File: src/rtl/mem_arbiter_if.sv
// Request/response bundle of mem_arbiter: IF and MEM stage handshakes, byte RAM port, stall.
// The arbiter connects through the slave modport; the requesters and RAM side use master.
interface mem_arbiter_if;
   logic        if_req;
   logic [31:0] if_addr;
   logic [31:0] if_data;
   logic        if_done;
   logic        mem_req;
   logic        mem_we;
   logic [1:0]  mem_width;
   logic [31:0] mem_addr;
   logic [31:0] mem_wdata;
   logic [31:0] mem_rdata;
   logic        mem_done;
   logic [31:0] ram_addr;
   logic        ram_wr;
   logic [7:0]  ram_dout;
   logic [7:0]  ram_din;
   logic        stall_req;

   modport master (
      output if_req, if_addr, mem_req, mem_we, mem_width, mem_addr, mem_wdata, ram_din,
      input  if_data, if_done, mem_rdata, mem_done, ram_addr, ram_wr, ram_dout, stall_req
   );

   modport slave (
      input  if_req, if_addr, mem_req, mem_we, mem_width, mem_addr, mem_wdata, ram_din,
      output if_data, if_done, mem_rdata, mem_done, ram_addr, ram_wr, ram_dout, stall_req
   );
endinterface

File: src/rtl/mem_arbiter.sv
// Shares one byte-wide RAM port between instruction fetch and MEM-stage data accesses.
// Define ARB_ROUND_ROBIN_EN to resolve simultaneous requests round-robin instead of MEM-first.
module mem_arbiter (
   input  logic         clk,
   input  logic         rst,
   mem_arbiter_if.slave bus
);

   typedef enum logic [1:0] {IDLE, BUSY, DONE} state_t;

   state_t      state_q, state_d;
   logic [2:0]  cnt_q, cnt_d;
   logic [2:0]  n_q, n_d;
   logic        gnt_mem_q, gnt_mem_d;
   logic        we_q, we_d;
   logic [31:0] base_q, base_d;
   logic [31:0] wdata_q, wdata_d;
   logic [31:0] asm_q, asm_d;
   logic [31:0] ram_addr_q, ram_addr_d;
   logic        ram_wr_q, ram_wr_d;
   logic [7:0]  ram_dout_q, ram_dout_d;
   logic [31:0] if_data_q, if_data_d;
   logic [31:0] mem_rdata_q, mem_rdata_d;
   logic        if_done_q, if_done_d;
   logic        mem_done_q, mem_done_d;

   logic        pick_mem;
   logic [2:0]  cnt_nxt;
   logic [1:0]  lane;
   logic [31:0] asm_cap;

`ifdef ARB_ROUND_ROBIN_EN
   logic last_mem_q, last_mem_d;

   assign pick_mem   = bus.mem_req & (~bus.if_req | ~last_mem_q);
   assign last_mem_d = (state_q == IDLE && (bus.if_req || bus.mem_req)) ? pick_mem : last_mem_q;
`else
   assign pick_mem = bus.mem_req;
`endif

   always_comb begin
      state_d     = state_q;
      cnt_d       = cnt_q;
      n_d         = n_q;
      gnt_mem_d   = gnt_mem_q;
      we_d        = we_q;
      base_d      = base_q;
      wdata_d     = wdata_q;
      asm_d       = asm_q;
      ram_addr_d  = ram_addr_q;
      ram_wr_d    = 1'b0;
      ram_dout_d  = ram_dout_q;
      if_data_d   = if_data_q;
      mem_rdata_d = mem_rdata_q;
      if_done_d   = 1'b0;
      mem_done_d  = 1'b0;

      // cnt_q is the byte currently on the RAM port; ram_din holds byte cnt_q-1
      cnt_nxt = cnt_q + 3'd1;
      lane    = cnt_q[1:0] - 2'd1;
      asm_cap = asm_q;
      asm_cap[{lane, 3'b000} +: 8] = bus.ram_din;

      unique case (state_q)
         IDLE: begin
            if (bus.if_req || bus.mem_req) begin
               gnt_mem_d = pick_mem;
               if (pick_mem) begin
                  base_d  = bus.mem_addr;
                  we_d    = bus.mem_we;
                  wdata_d = bus.mem_wdata;
                  unique case (bus.mem_width)
                     2'b00:   n_d = 3'd1;
                     2'b01:   n_d = 3'd2;
                     default: n_d = 3'd4;
                  endcase
               end else begin
                  base_d  = bus.if_addr;
                  we_d    = 1'b0;
                  wdata_d = 32'd0;
                  n_d     = 3'd4;
               end
               cnt_d      = 3'd0;
               asm_d      = 32'd0;
               ram_addr_d = base_d;
               ram_wr_d   = we_d;
               if (we_d) ram_dout_d = wdata_d[7:0];
               state_d    = BUSY;
            end
         end
         BUSY: begin
            cnt_d = cnt_nxt;
            if (!we_q && cnt_q != 3'd0) asm_d = asm_cap;
            if (cnt_nxt < n_q) begin
               ram_addr_d = base_q + {29'd0, cnt_nxt};
               ram_wr_d   = we_q;
               if (we_q) ram_dout_d = wdata_q[{cnt_nxt[1:0], 3'b000} +: 8];
            end
            // writes finish after the last issue; reads need one more cycle to catch the last byte
            if ((we_q && cnt_nxt == n_q) || (!we_q && cnt_q == n_q)) begin
               state_d = DONE;
               cnt_d   = 3'd0;
               if (gnt_mem_q) begin
                  mem_done_d = 1'b1;
                  if (!we_q) mem_rdata_d = asm_cap;
               end else begin
                  if_done_d = 1'b1;
                  if_data_d = asm_cap;
               end
            end
         end
         DONE: state_d = IDLE;
         default: state_d = IDLE;
      endcase
   end

   always_ff @(posedge clk) begin
      if (rst) begin
         state_q     <= IDLE;
         cnt_q       <= 3'd0;
         n_q         <= 3'd0;
         gnt_mem_q   <= 1'b0;
         we_q        <= 1'b0;
         base_q      <= 32'd0;
         wdata_q     <= 32'd0;
         asm_q       <= 32'd0;
         ram_addr_q  <= 32'd0;
         ram_wr_q    <= 1'b0;
         ram_dout_q  <= 8'd0;
         if_data_q   <= 32'd0;
         mem_rdata_q <= 32'd0;
         if_done_q   <= 1'b0;
         mem_done_q  <= 1'b0;
`ifdef ARB_ROUND_ROBIN_EN
         last_mem_q  <= 1'b0;
`endif
      end else begin
         state_q     <= state_d;
         cnt_q       <= cnt_d;
         n_q         <= n_d;
         gnt_mem_q   <= gnt_mem_d;
         we_q        <= we_d;
         base_q      <= base_d;
         wdata_q     <= wdata_d;
         asm_q       <= asm_d;
         ram_addr_q  <= ram_addr_d;
         ram_wr_q    <= ram_wr_d;
         ram_dout_q  <= ram_dout_d;
         if_data_q   <= if_data_d;
         mem_rdata_q <= mem_rdata_d;
         if_done_q   <= if_done_d;
         mem_done_q  <= mem_done_d;
`ifdef ARB_ROUND_ROBIN_EN
         last_mem_q  <= last_mem_d;
`endif
      end
   end

   // Reset must stop a write strobe already registered for the current cycle
   assign bus.ram_wr    = ram_wr_q & ~rst;
   assign bus.ram_addr  = ram_addr_q;
   assign bus.ram_dout  = ram_dout_q;
   assign bus.if_data   = if_data_q;
   assign bus.if_done   = if_done_q;
   assign bus.mem_rdata = mem_rdata_q;
   assign bus.mem_done  = mem_done_q;
   assign bus.stall_req = ~rst & ((bus.if_req & ~if_done_q) | (bus.mem_req & ~mem_done_q));

endmodule

File: src/flat_wrapper.sv
// flat-port wrapper written by rule: the top's interface ports become plain ports
module mem_arbiter_flat 
  (clk, rst, bus_if_req, bus_if_addr, bus_mem_req, bus_mem_we, bus_mem_width, bus_mem_addr, bus_mem_wdata, bus_ram_din, bus_if_data, bus_if_done, bus_mem_rdata, bus_mem_done, bus_ram_addr, bus_ram_wr, bus_ram_dout, bus_stall_req);
  mem_arbiter_if bus_i ();
  input  logic clk;
  input  logic rst;
  input wire logic [$bits(bus_i.if_req)-1:0] bus_if_req;
  input wire logic [$bits(bus_i.if_addr)-1:0] bus_if_addr;
  input wire logic [$bits(bus_i.mem_req)-1:0] bus_mem_req;
  input wire logic [$bits(bus_i.mem_we)-1:0] bus_mem_we;
  input wire logic [$bits(bus_i.mem_width)-1:0] bus_mem_width;
  input wire logic [$bits(bus_i.mem_addr)-1:0] bus_mem_addr;
  input wire logic [$bits(bus_i.mem_wdata)-1:0] bus_mem_wdata;
  input wire logic [$bits(bus_i.ram_din)-1:0] bus_ram_din;
  output wire logic [$bits(bus_i.if_data)-1:0] bus_if_data;
  output wire logic [$bits(bus_i.if_done)-1:0] bus_if_done;
  output wire logic [$bits(bus_i.mem_rdata)-1:0] bus_mem_rdata;
  output wire logic [$bits(bus_i.mem_done)-1:0] bus_mem_done;
  output wire logic [$bits(bus_i.ram_addr)-1:0] bus_ram_addr;
  output wire logic [$bits(bus_i.ram_wr)-1:0] bus_ram_wr;
  output wire logic [$bits(bus_i.ram_dout)-1:0] bus_ram_dout;
  output wire logic [$bits(bus_i.stall_req)-1:0] bus_stall_req;
  assign bus_i.if_req = bus_if_req;
  assign bus_i.if_addr = bus_if_addr;
  assign bus_i.mem_req = bus_mem_req;
  assign bus_i.mem_we = bus_mem_we;
  assign bus_i.mem_width = bus_mem_width;
  assign bus_i.mem_addr = bus_mem_addr;
  assign bus_i.mem_wdata = bus_mem_wdata;
  assign bus_i.ram_din = bus_ram_din;
  assign bus_if_data = bus_i.if_data;
  assign bus_if_done = bus_i.if_done;
  assign bus_mem_rdata = bus_i.mem_rdata;
  assign bus_mem_done = bus_i.mem_done;
  assign bus_ram_addr = bus_i.ram_addr;
  assign bus_ram_wr = bus_i.ram_wr;
  assign bus_ram_dout = bus_i.ram_dout;
  assign bus_stall_req = bus_i.stall_req;
  mem_arbiter u_core (.clk(clk), .rst(rst), .bus(bus_i));
endmodule
File: config.mk
export PLATFORM = sky130hd
export DESIGN_NAME = mem_arbiter_flat
export DESIGN_NICKNAME = d
export VERILOG_FILES = /design/src/rtl/mem_arbiter_if.sv /design/src/rtl/mem_arbiter.sv /design/src/flat_wrapper.sv
export SDC_FILE = /design/constraint.sdc
export NUM_CORES = 1
export LEC_CHECK = 0
export ABC_AREA = 1
export ABC_CLOCK_PERIOD_IN_PS = 3900
export BUFFER_PORTS_ARGS = -buffer_cell sky130_fd_sc_hd__buf_2
export CAP_MARGIN = 20
export CORE_UTILIZATION = 45
export CTS_CLUSTER_SIZE = 30
export DETAILED_ROUTE_END_ITERATION = 8
export PLACE_DENSITY = 0.68
export SETUP_SLACK_MARGIN = 0.02
export SYNTH_ARGS = -nofsm -noshare
export SYNTH_HDL_FRONTEND = slang
export SYNTH_SLANG_ARGS = --single-unit
File: constraint.sdc
create_clock -name clk -period 3.9 [get_ports clk]
set_input_delay 0.78 -clock clk [delete_from_list [all_inputs] [get_ports clk]]
set_output_delay 0.78 -clock clk [all_outputs]
set_load 0.02 [all_outputs]
# Yosys cells after proc, flatten, opt, wreduce, memory -nomap -nowiden

Cells that the tools add are included.

Flip-flop bits (word level): 213
Input bits: 111
Output and inout bits: 108
Word-level logic and storage cells: 94

Add/sub/neg operators: 4
Magnitude comparators: 1
Eq/ne operators: 10
Shift operators: 3
Mux-type cells: 30
Bitwise logic cells: 12
Reduce and logical (&&, ||, !) cells: 19

Operators by type and width:

| operator                                               | count |
|---|---|
| 2-to-1 mux 32 bit                                      | 6 |
| one-hot mux 32 bit (2 select lines)                    | 2 |
| adder 32 x 3 -> 32 bit                                 | 1 |
| bitwise mux 32 bit                                     | 1 |
| 2-to-1 mux 8 bit                                       | 4 |
| variable shift 8 x 7 -> 32 bit (first input constant)  | 1 |
| indexed part select 32 x 6 -> 8 bit                    | 1 |
| indexed part select 8 x 7 -> 32 bit                    | 1 |
| one-hot mux 8 bit (2 select lines)                     | 1 |
| one-hot mux 3 bit (2 select lines)                     | 2 |
| inequality test 2 x 1 -> 1 bit (second input constant) | 5 |
| 2-to-1 mux 3 bit                                       | 3 |
| AND reduction 3 bit                                    | 3 |
| 2-to-1 mux 1 bit                                       | 7 |
| negation 5 -> 7 bit                                    | 1 |
| NOT 1 bit                                              | 7 |
| equality test 3 bit                                    | 2 |
| AND reduction 2 bit                                    | 3 |
| AND reduction 5 bit                                    | 1 |
| bitwise AND 1 bit                                      | 4 |
| equality test 2 x 1 -> 1 bit (second input constant)   | 2 |
| logical NOT 2 bit                                      | 2 |
| 2-to-1 mux 2 bit                                       | 2 |
| one-hot mux 2 bit (2 select lines)                     | 1 |
| 13 further kinds                                       | 16 |

# Longest topological paths before layout

Gate-level depths: netlist (run 1).

Depth after elaboration: 6
Gate-level depth with buffers: 17
Depth with buffers taken out: 15

# Worst setup path after synthesis (run 1)

Ideal clock, no wire load.

Kind: reg-to-reg
From: register u_core.cnt_q[0]
To: register u_core.ram_addr_q[18] (netlist: u_core.bus.ram_addr[18])
Setup time: 0.132 ns
Data arrival time: 2.805 ns
Data required time: 3.768 ns
Setup slack: 0.963 ns
Cell stages (with the launch flop): 17
Path buffers: 2
Clock period less this slack: 2.937 ns
Path through: dfxtp_1 > clkinv_1 > clkbuf_1 > ha_1 > inv_1 > clkbuf_1 > fa_1 > inv_1 > nand2_1 > nand2_1 > nand2_1 > nor2_1 > nand3_1 > nand2_1 > nand2_1 > nand2_1 > a21oi_1

Word-level cells in the longest chain between the ends: 4
Elaborated cells between the ends (all ways): 7
Those cells by class: add/sub: 2; order compare: 1; eq/ne: 1; mux: 2; reduce/logical: 1

Ends and longest elaborated chain:

| what                                                                       | line                                 | RTL |
|---|---|---|
| from (decl)                                                                | mem_arbiter.sv:12                    | `logic [2:0] cnt_q, cnt_d;` |
| from (signal assigned)                                                     | mem_arbiter.sv:139                   | `cnt_q <= cnt_d;` |
| adder 3 x 1 -> 3 bit *                                                     | mem_arbiter.sv:59                    | `cnt_nxt = cnt_q + 3'd1;` |
| adder 32 x 3 -> 32 bit or less-than comparator 3 bit (tied branches)       | mem_arbiter.sv:95, mem_arbiter.sv:94 |  |
| 2-to-1 mux 32 bit or inequality test 2 x 1 -> 1 bit (tied branches)        | n/a                                  |  |
| one-hot mux 32 bit (2 select lines) or AND reduction 3 bit (tied branches) | n/a                                  |  |
| to (signal assigned)                                                       | mem_arbiter.sv:146                   | `ram_addr_q <= ram_addr_d;` |
| to (decl)                                                                  | mem_arbiter.sv:19                    | `logic [31:0] ram_addr_q, ram_addr_d;` |

Mark *: on every way between the ends. The rest lies on a longest branch, timed or not. The select of a mux whose other input is x is not followed.
A chain may end at the register's enable or synchronous reset.

# Worst setup path after layout (run 1)

Same ends and word-level chain as after synthesis.

==> impl_metrics.toml, run 1 <==
[run_status]
status = "finished clean"

[routing]
drc = 0
routed_wirelength_um = 29000
drtPass1Iterations = 6
dr.first_iter.drc_count = 638
via_count = 9822
avgViaCountPerCell = 5.32
ant_nets = 0
avgRoutedWirePerCell_um = 15.7

[timing]
worstMarginPinSlew_ns = 1.05
maxSlewHeadroom_pct = 29.7
rsz0062_at_grt = "no"
fin_crit_sh_pct = 80.7
finalCriticalPeriod_ns = 3.15
slew_violations = 0
layout_setup_ws_ns = 0.751
finalClockSkew_ns = 0.0156
hold_viol = 0
setup_tns_ns = 0
setup-violations-final = 0
clock.fmax_mhz = 318

[yosys]
synthesis.nets = 1505
synth_flop_cell = "dfxtp_1"
seq_area_frac_synth_pct = 43.4
synth_cells = 1381
synth_adder_area_share_pct = 1.73
synth_top_area_cell = "dfxtp_1"
yosysMostFrequentCell = "nand2_1"
synth_area_leaders = "dfxtp_1 (43%), nand2_1 (14%), a21oi_1 (9.5%), nand3_1 (5.8%), nor2_1 (5.0%)"
yosysWarnings = 0
ys_async_sr_fraction_pct = 0
synth_common_cells = "nand2_1 (366), dfxtp_1 (213), a21oi_1 (187)"
synth_top_family_by_area = "simple AND/OR/NAND/NOR gates"
synth.avg_cell_area_um2 = 7.11
yosys.area.top_type_share_pct = 43.4
synth.area.mux_share_pct = 3.16
yosys.cell_types.count = 31
synthXorXnorAreaFrac_pct = 1.34
synth-simple-area-share_pct = 26.3
synth_enable_flop_cells = 0
synth_compound_area_share_pct = 17.5
netlist_area_um2 = 9820
ys_ff_latch = 213

[power_and_ir_drop]
ir_drop_mv = 0.292
pwr-share-seq_pct = 42.2
power_frac_comb_pct = 21.4
cellPowerDensity_nw_per_um2 = 500
leakagePower_nw = 4.85
internal-power_mw = 4.01
power_switching_mw = 1.89
power_mw = 5.91
clockPowerShare_pct = 36.4
switching_share_pct = 32.1

[setup_path]
crit_type = "flip-flop to flip-flop"
cp-end-kind = "flip-flop"
slowest_delay_ns = 0.54
critPathSlowestCell = "dfxtp_1"
arrival_ns = 3.53
startpoint = "u_core.cnt_q[0]$_SDFFE_PP0P_"
regToRegSetupSlack_ns = 0.75
cp_max_fo = 11
startpoint_type = "flip-flop"
cp.required_ns = 4.28
path_common_cell = "nand2_1"
timing.rr.start = "u_core.cnt_q[0]$_SDFFE_PP0P_"
critical_path.cell_chain = "clkinv_1, ha_1, inv_1, fa_1, inv_1, nand2_1, nand2_1, nand2_1, nor2_1, nand3_1, nand2_1, nand2_1, nand2_1, a21oi_1"
r2r_end = "u_core.bus.ram_addr[18]$_SDFFE_PP0P_"
r2r_cells = 14

[clocking]
cts.path.max_buffers = 3
cts_hold_buffers = 0
cts_resized = 0
clk_latency_ns = 0.52
clkTransAtPathRegs_ns = 0.06
numClockSinks = 213
postCtsSetupBuffers = 0
cts_tree = "built"
cts-root-buf = "clkbuf_16"
htreeDepth = 1
numCtsBuffers = 24

[grt]
grt_pass1_wl_um = 45300
use_met2_pct = 40.9
grt_pass1_vias = 8828
grt.total_usage_pct = 25.1
grt_overflow = 0
grtUsageMet3_pct = 2.74
met1_usage_pct = 35.6
antenna_found_initial = 1
grt_max_degree = 121
busiest_layer = "met2"

[floorplan]
die_y_um = 150
dieArea_um2 = 22400
start_util_pct = 46.3
core_area_um2 = 21200
ios = 219
fp.dieW_um = 150
std_cell_rows = 53

[worst_hold_path]
hp-class = "flip-flop to flip-flop"
whs_path_depth = 2
min_from = "u_core.bus.if_data[3]$_SDFFE_PP0P_"
holdPathEnd = "u_core.bus.if_data[3]$_SDFFE_PP0P_"

[final_layout]
area_growth_pct = 20.2
fillers = 2118
drive_above_1_share_pct = 17.9
nets = 1678

[flow_run]
cap_viol_max_count = 0

[placement]
dp_slack_ns = 0.792
dp_hpwl_um = 19600
finalWeightedCongestion = 0.901
portBuffers = 218
placed cells by master, fill, tap and decap left out:
cell type,n
a21oi_2,1
o21ai_1,1
nand3_1,114
clkinv_1,1
clkbuf_8,6
nand4_1,6
buf_4,17
or2_1,1
nor2_1,130
nand3b_1,8
a31oi_1,8
a22oi_1,1
buf_12,1
inv_2,4
diode_2,2
nor2_2,4
xnor2_1,6
nand2_1,366
clkbuf_16,25
clkinv_2,4
o21ai_0,47
ha_1,12
xor2_1,9
o31ai_1,8
o211ai_1,9
mux2i_1,31
fa_1,1
buf_6,1
o22ai_1,17
clkbuf_1,5
dfxtp_1,213
nor3_1,4
a211oi_1,32
inv_1,70
a21oi_1,187
buf_2,217
nor2_4,1
stage by stage:
stage / instances / hold slack [ns] / instance area [µm²] / utilization [%]
4_1_cts: 1843 / 0.458 / 11800 / 55.6
6_report: 1845 / 0.456 / 11800 / 55.6
2_1_floorplan: 1381 / 0.436 / 9820 / -
3_3_place_gp: 1803 / 0.448 / 11100 / 52.1
5_1_grt: 1844 / 0.466 / 11800 / 55.6
3_5_place_dp: 1803 / 0.449 / 11100 / 52.1
cell families after synthesis:
logic type	after synthesis
flops	213
mux	31
simple gates	634
compound gates	311
fa+ha+maj	13
buf+inv	164
xor+xnor	15
how the worst max path moves through the flow:
stage / to / depth (start not counted)
2_1_floorplan: u_core.bus.ram_addr[18]$_SDFFE_PP0P_ / 16
3_3_place_gp: u_core.bus.ram_addr[18]$_SDFFE_PP0P_ / 14
3_5_place_dp: u_core.bus.ram_addr[18]$_SDFFE_PP0P_ / 14
4_1_cts: u_core.bus.ram_addr[18]$_SDFFE_PP0P_ / 14
5_1_grt: u_core.bus.ram_addr[18]$_SDFFE_PP0P_ / 14
6_report: u_core.bus.ram_addr[18]$_SDFFE_PP0P_ / 14
power by group through the flow:
stage	logic, mW	clock network [mW]	registers, mW
final	1.26	2.15	2.49
after global routing	1.39	2.28	2.51
after CTS	1.27	2.19	2.49
after detailed placement	1.26	0	2.53
after global placement	1.25	0	2.53
after floorplan	0.771	0	2.60
area by class of cell:
class	count	area, µm²	share of cell area (%)
antenna	2	5.00	0.0424
clock buffer	36	727	6.16
clock inverter	4	20.0	0.170
inverter	75	282	2.38
multi-input combinational	1004	4920	41.7
sequential	213	4260	36.1
tap	275	344	2.91
timing repair buffer	236	1240	10.5
layer usage:
metal	share of wire [%]	wire, µm
met5	0	0
met4	1.0	301
met3	6.5	1880
met2	46	13400
met1	46	13400
flip-flops by register name, summed over array words and instances, names as in the netlist, 2 cells and up:
signal	count
u_core.wdata_q	32
u_core.bus.ram_addr	32
u_core.bus.ram_dout	8
u_core.state_q	2
u_core.asm_q	32
u_core.bus.if_data	32
u_core.n_q	3
u_core.cnt_q	3
u_core.bus.mem_rdata	32
u_core.base_q	32
worst max-delay path, delay by kind of cell, from the launching register on:
family | cells | cell delay (ns)
compound gates | 1 | 0.07
fa+ha+maj | 2 | 0.86
buf+inv | 3 | 0.44
flops | 1 | 0.54
simple gates | 8 | 1.10
No activity file was read; power rests on OpenSTA's default activity.
==> inputs of run 2 (changes only) <==
--- a/config.mk
+++ b/config.mk
@@ -6,7 +6,7 @@
 export NUM_CORES = 1
 export LEC_CHECK = 0
 export ABC_AREA = 1
-export ABC_CLOCK_PERIOD_IN_PS = 3900
+export ABC_CLOCK_PERIOD_IN_PS = 3000
 export BUFFER_PORTS_ARGS = -buffer_cell sky130_fd_sc_hd__buf_2
 export CAP_MARGIN = 20
 export CORE_UTILIZATION = 45
==> constraint.sdc (replaced) <==
create_clock -name clk -period 3 [get_ports clk]
set_input_delay 0.6 -clock clk [delete_from_list [all_inputs] [get_ports clk]]
set_output_delay 0.6 -clock clk [all_outputs]
set_load 0.02 [all_outputs]
==> impl_metrics.toml, run 2 (same netlist as run 1, synthesis figures left out) <==
[timing]
finalClockSkew_ns = 0.00946
slew_violations = 0
hold_viol = 0
maxSlewHeadroom_pct = 49.1
setup_tns_ns = 0
rsz0062_at_grt = "no"
fin_crit_sh_pct = 88.5
setup-violations-final = 0
worstMarginPinSlew_ns = 0.757
finalCriticalPeriod_ns = 2.65
clock.fmax_mhz = 377

[final_layout]
drive_above_1_share_pct = 18.3
multi_input_area_um2 = 4920
nets = 1681
utilization_pct = 55.7
fillers = 2109
area_growth_pct = 20.3
final_cell_mix = "nand2_1 (366), buf_2 (217), dfxtp_1 (213)"
antenna_cells = 0
final_common_cell = "nand2_1"
regArea_um2 = 4260

[floorplan]
die_y_um = 150
fp.dieW_um = 150
ios = 219
start_util_pct = 46.3
dieArea_um2 = 22400
std_cell_rows = 53
core_area_um2 = 21200

[clocking]
cts-root-buf = "clkbuf_16"
clkTransAtPathRegs_ns = 0.06
cts.path.max_buffers = 3
clk_latency_ns = 0.51
htreeDepth = 1
cts_resized = 0
cts_hold_buffers = 0
cts_tree = "built"
numCtsBuffers = 23
postCtsSetupBuffers = 0
numClockSinks = 213

[setup_path]
r2r_end = "u_core.bus.ram_addr[18]$_SDFFE_PP0P_"
cp.required_ns = 3.37
timing.rr.start = "u_core.cnt_q[0]$_SDFFE_PP0P_"
arrival_ns = 3.03
cp-end-kind = "flip-flop"
crit_type = "flip-flop to flip-flop"
startpoint = "u_core.cnt_q[0]$_SDFFE_PP0P_"
cp_max_fo = 28
r2r_cells = 15
crit_end = "u_core.bus.ram_addr[18]$_SDFFE_PP0P_"
startpoint_type = "flip-flop"
regToRegSetupSlack_ns = 0.35

[grt]
grt_pass1_vias = 9138
busiest_layer = "met2"
use_met2_pct = 41.6
grt_pass1_wl_um = 46400
grt.total_usage_pct = 25.5
met1_usage_pct = 35.4
grt_overflow = 0
antenna_found_initial = 0
grtUsageMet3_pct = 3.78
grt_max_degree = 118

[power_and_ir_drop]
clockPowerShare_pct = 35.9
leakagePower_nw = 4.85
ir_drop_mv = 0.395
pwr-share-seq_pct = 42.4
power_frac_comb_pct = 21.7
cellPowerDensity_nw_per_um2 = 645
power_switching_mw = 2.46
switching_share_pct = 32.3
internal-power_mw = 5.16

[routing]
avgRoutedWirePerCell_um = 15.6
drtPass1Iterations = 5
via_count = 9750
drc = 0
avgViaCountPerCell = 5.28
ant_nets = 0
routed_wirelength_um = 28900
dr.first_iter.drc_count = 645

[worst_hold_path]
hp-class = "primary input to flip-flop"

[run_status]
status = "finished clean"

[placement]
dp_hpwl_um = 19700
portBuffers = 218
finalWeightedCongestion = 0.880

[flow_run]
cap_viol_max_count = 0
## run 2: cell count changes in the layout (fill, tap and decap cells not counted), sizes merged
cell | previous run | this run
bufinv | 0 | 1
diode | 2 | 0
buf | 236 | 240
clkbuf | 36 | 30
clkinv | 5 | 7
clkinvlp | 0 | 2
## run 2: critical path: stages, from the launching register on
cell,delay [ns]
dfxtp_1,0.31
clkinv_1,0.06
buf_4,0.29
ha_1,0.22
inv_1,0.05
fa_1,0.38
inv_1,0.07
nand2_1,0.06
nand2_1,0.08
nand2_1,0.15
nor2_1,0.45
nand3_1,0.12
nand2_1,0.10
nand2_1,0.05
nand2_1,0.08
a21oi_1,0.05
## run 2: routing by layer
layer | up-vias | routed length [µm]
li1 | 4941 | -
met1 | 4449 | 13200
met2 | 321 | 13000
met3 | 39 | 2100
met4 | 0 | 499
met5 | - | 0
## run 2: worst min-delay path by stage
stage                                                     from                                   end  slack, ns  cells past startpoint
final                                        bus_mem_wdata[19]       u_core.wdata_q[19]$_SDFFE_PP0P_       0.34                      3
after global routing                         bus_mem_wdata[11]       u_core.wdata_q[11]$_SDFFE_PP0P_       0.33                      3
after CTS                                    bus_mem_wdata[15]       u_core.wdata_q[15]$_SDFFE_PP0P_       0.33                      3
after detailed placement  u_core.bus.mem_rdata[5]$_SDFFE_PP0P_  u_core.bus.mem_rdata[5]$_SDFFE_PP0P_       0.45                      2
after global placement      u_core.bus.if_data[4]$_SDFFE_PP0P_    u_core.bus.if_data[4]$_SDFFE_PP0P_       0.45                      2
after floorplan                u_core.wdata_q[12]$_SDFFE_PP0P_       u_core.wdata_q[12]$_SDFFE_PP0P_       0.44                      2
## run 2: final cells by class
cell class / instances / area share (%)
multi-input cells: 1004 / 41.6
clock buffers: 30 / 5.43
repair buffers: 240 / 10.9
well taps: 275 / 2.91
clock inverters: 9 / 0.646
inverters: 75 / 2.41
flip-flops and latches: 213 / 36.1
## run 2: stage by stage
step | worst slack [ns] | hold WS, ns | total power [mW] | cells | area [µm²]
floorplan | 0.0629 | 0.436 | 4.38 | 1381 | 9820
global placement | 0.391 | 0.447 | 4.92 | 1807 | 11100
detailed placement | 0.349 | 0.450 | 4.94 | 1807 | 11100
CTS | 0.332 | 0.327 | 7.66 | 1846 | 11800
global route | 0.0515 | 0.327 | 8.00 | 1846 | 11800
finish | 0.345 | 0.342 | 7.62 | 1846 | 11800
## run 2: power groups by stage
stage / combinational (mW) / clock (mW) / sequential (mW)
after global placement: 1.63 / 0 / 3.29
after global routing: 1.84 / 2.90 / 3.26
after detailed placement: 1.65 / 0 / 3.29
final: 1.66 / 2.74 / 3.23
after CTS: 1.66 / 2.78 / 3.23
after floorplan: 1.00 / 0 / 3.37
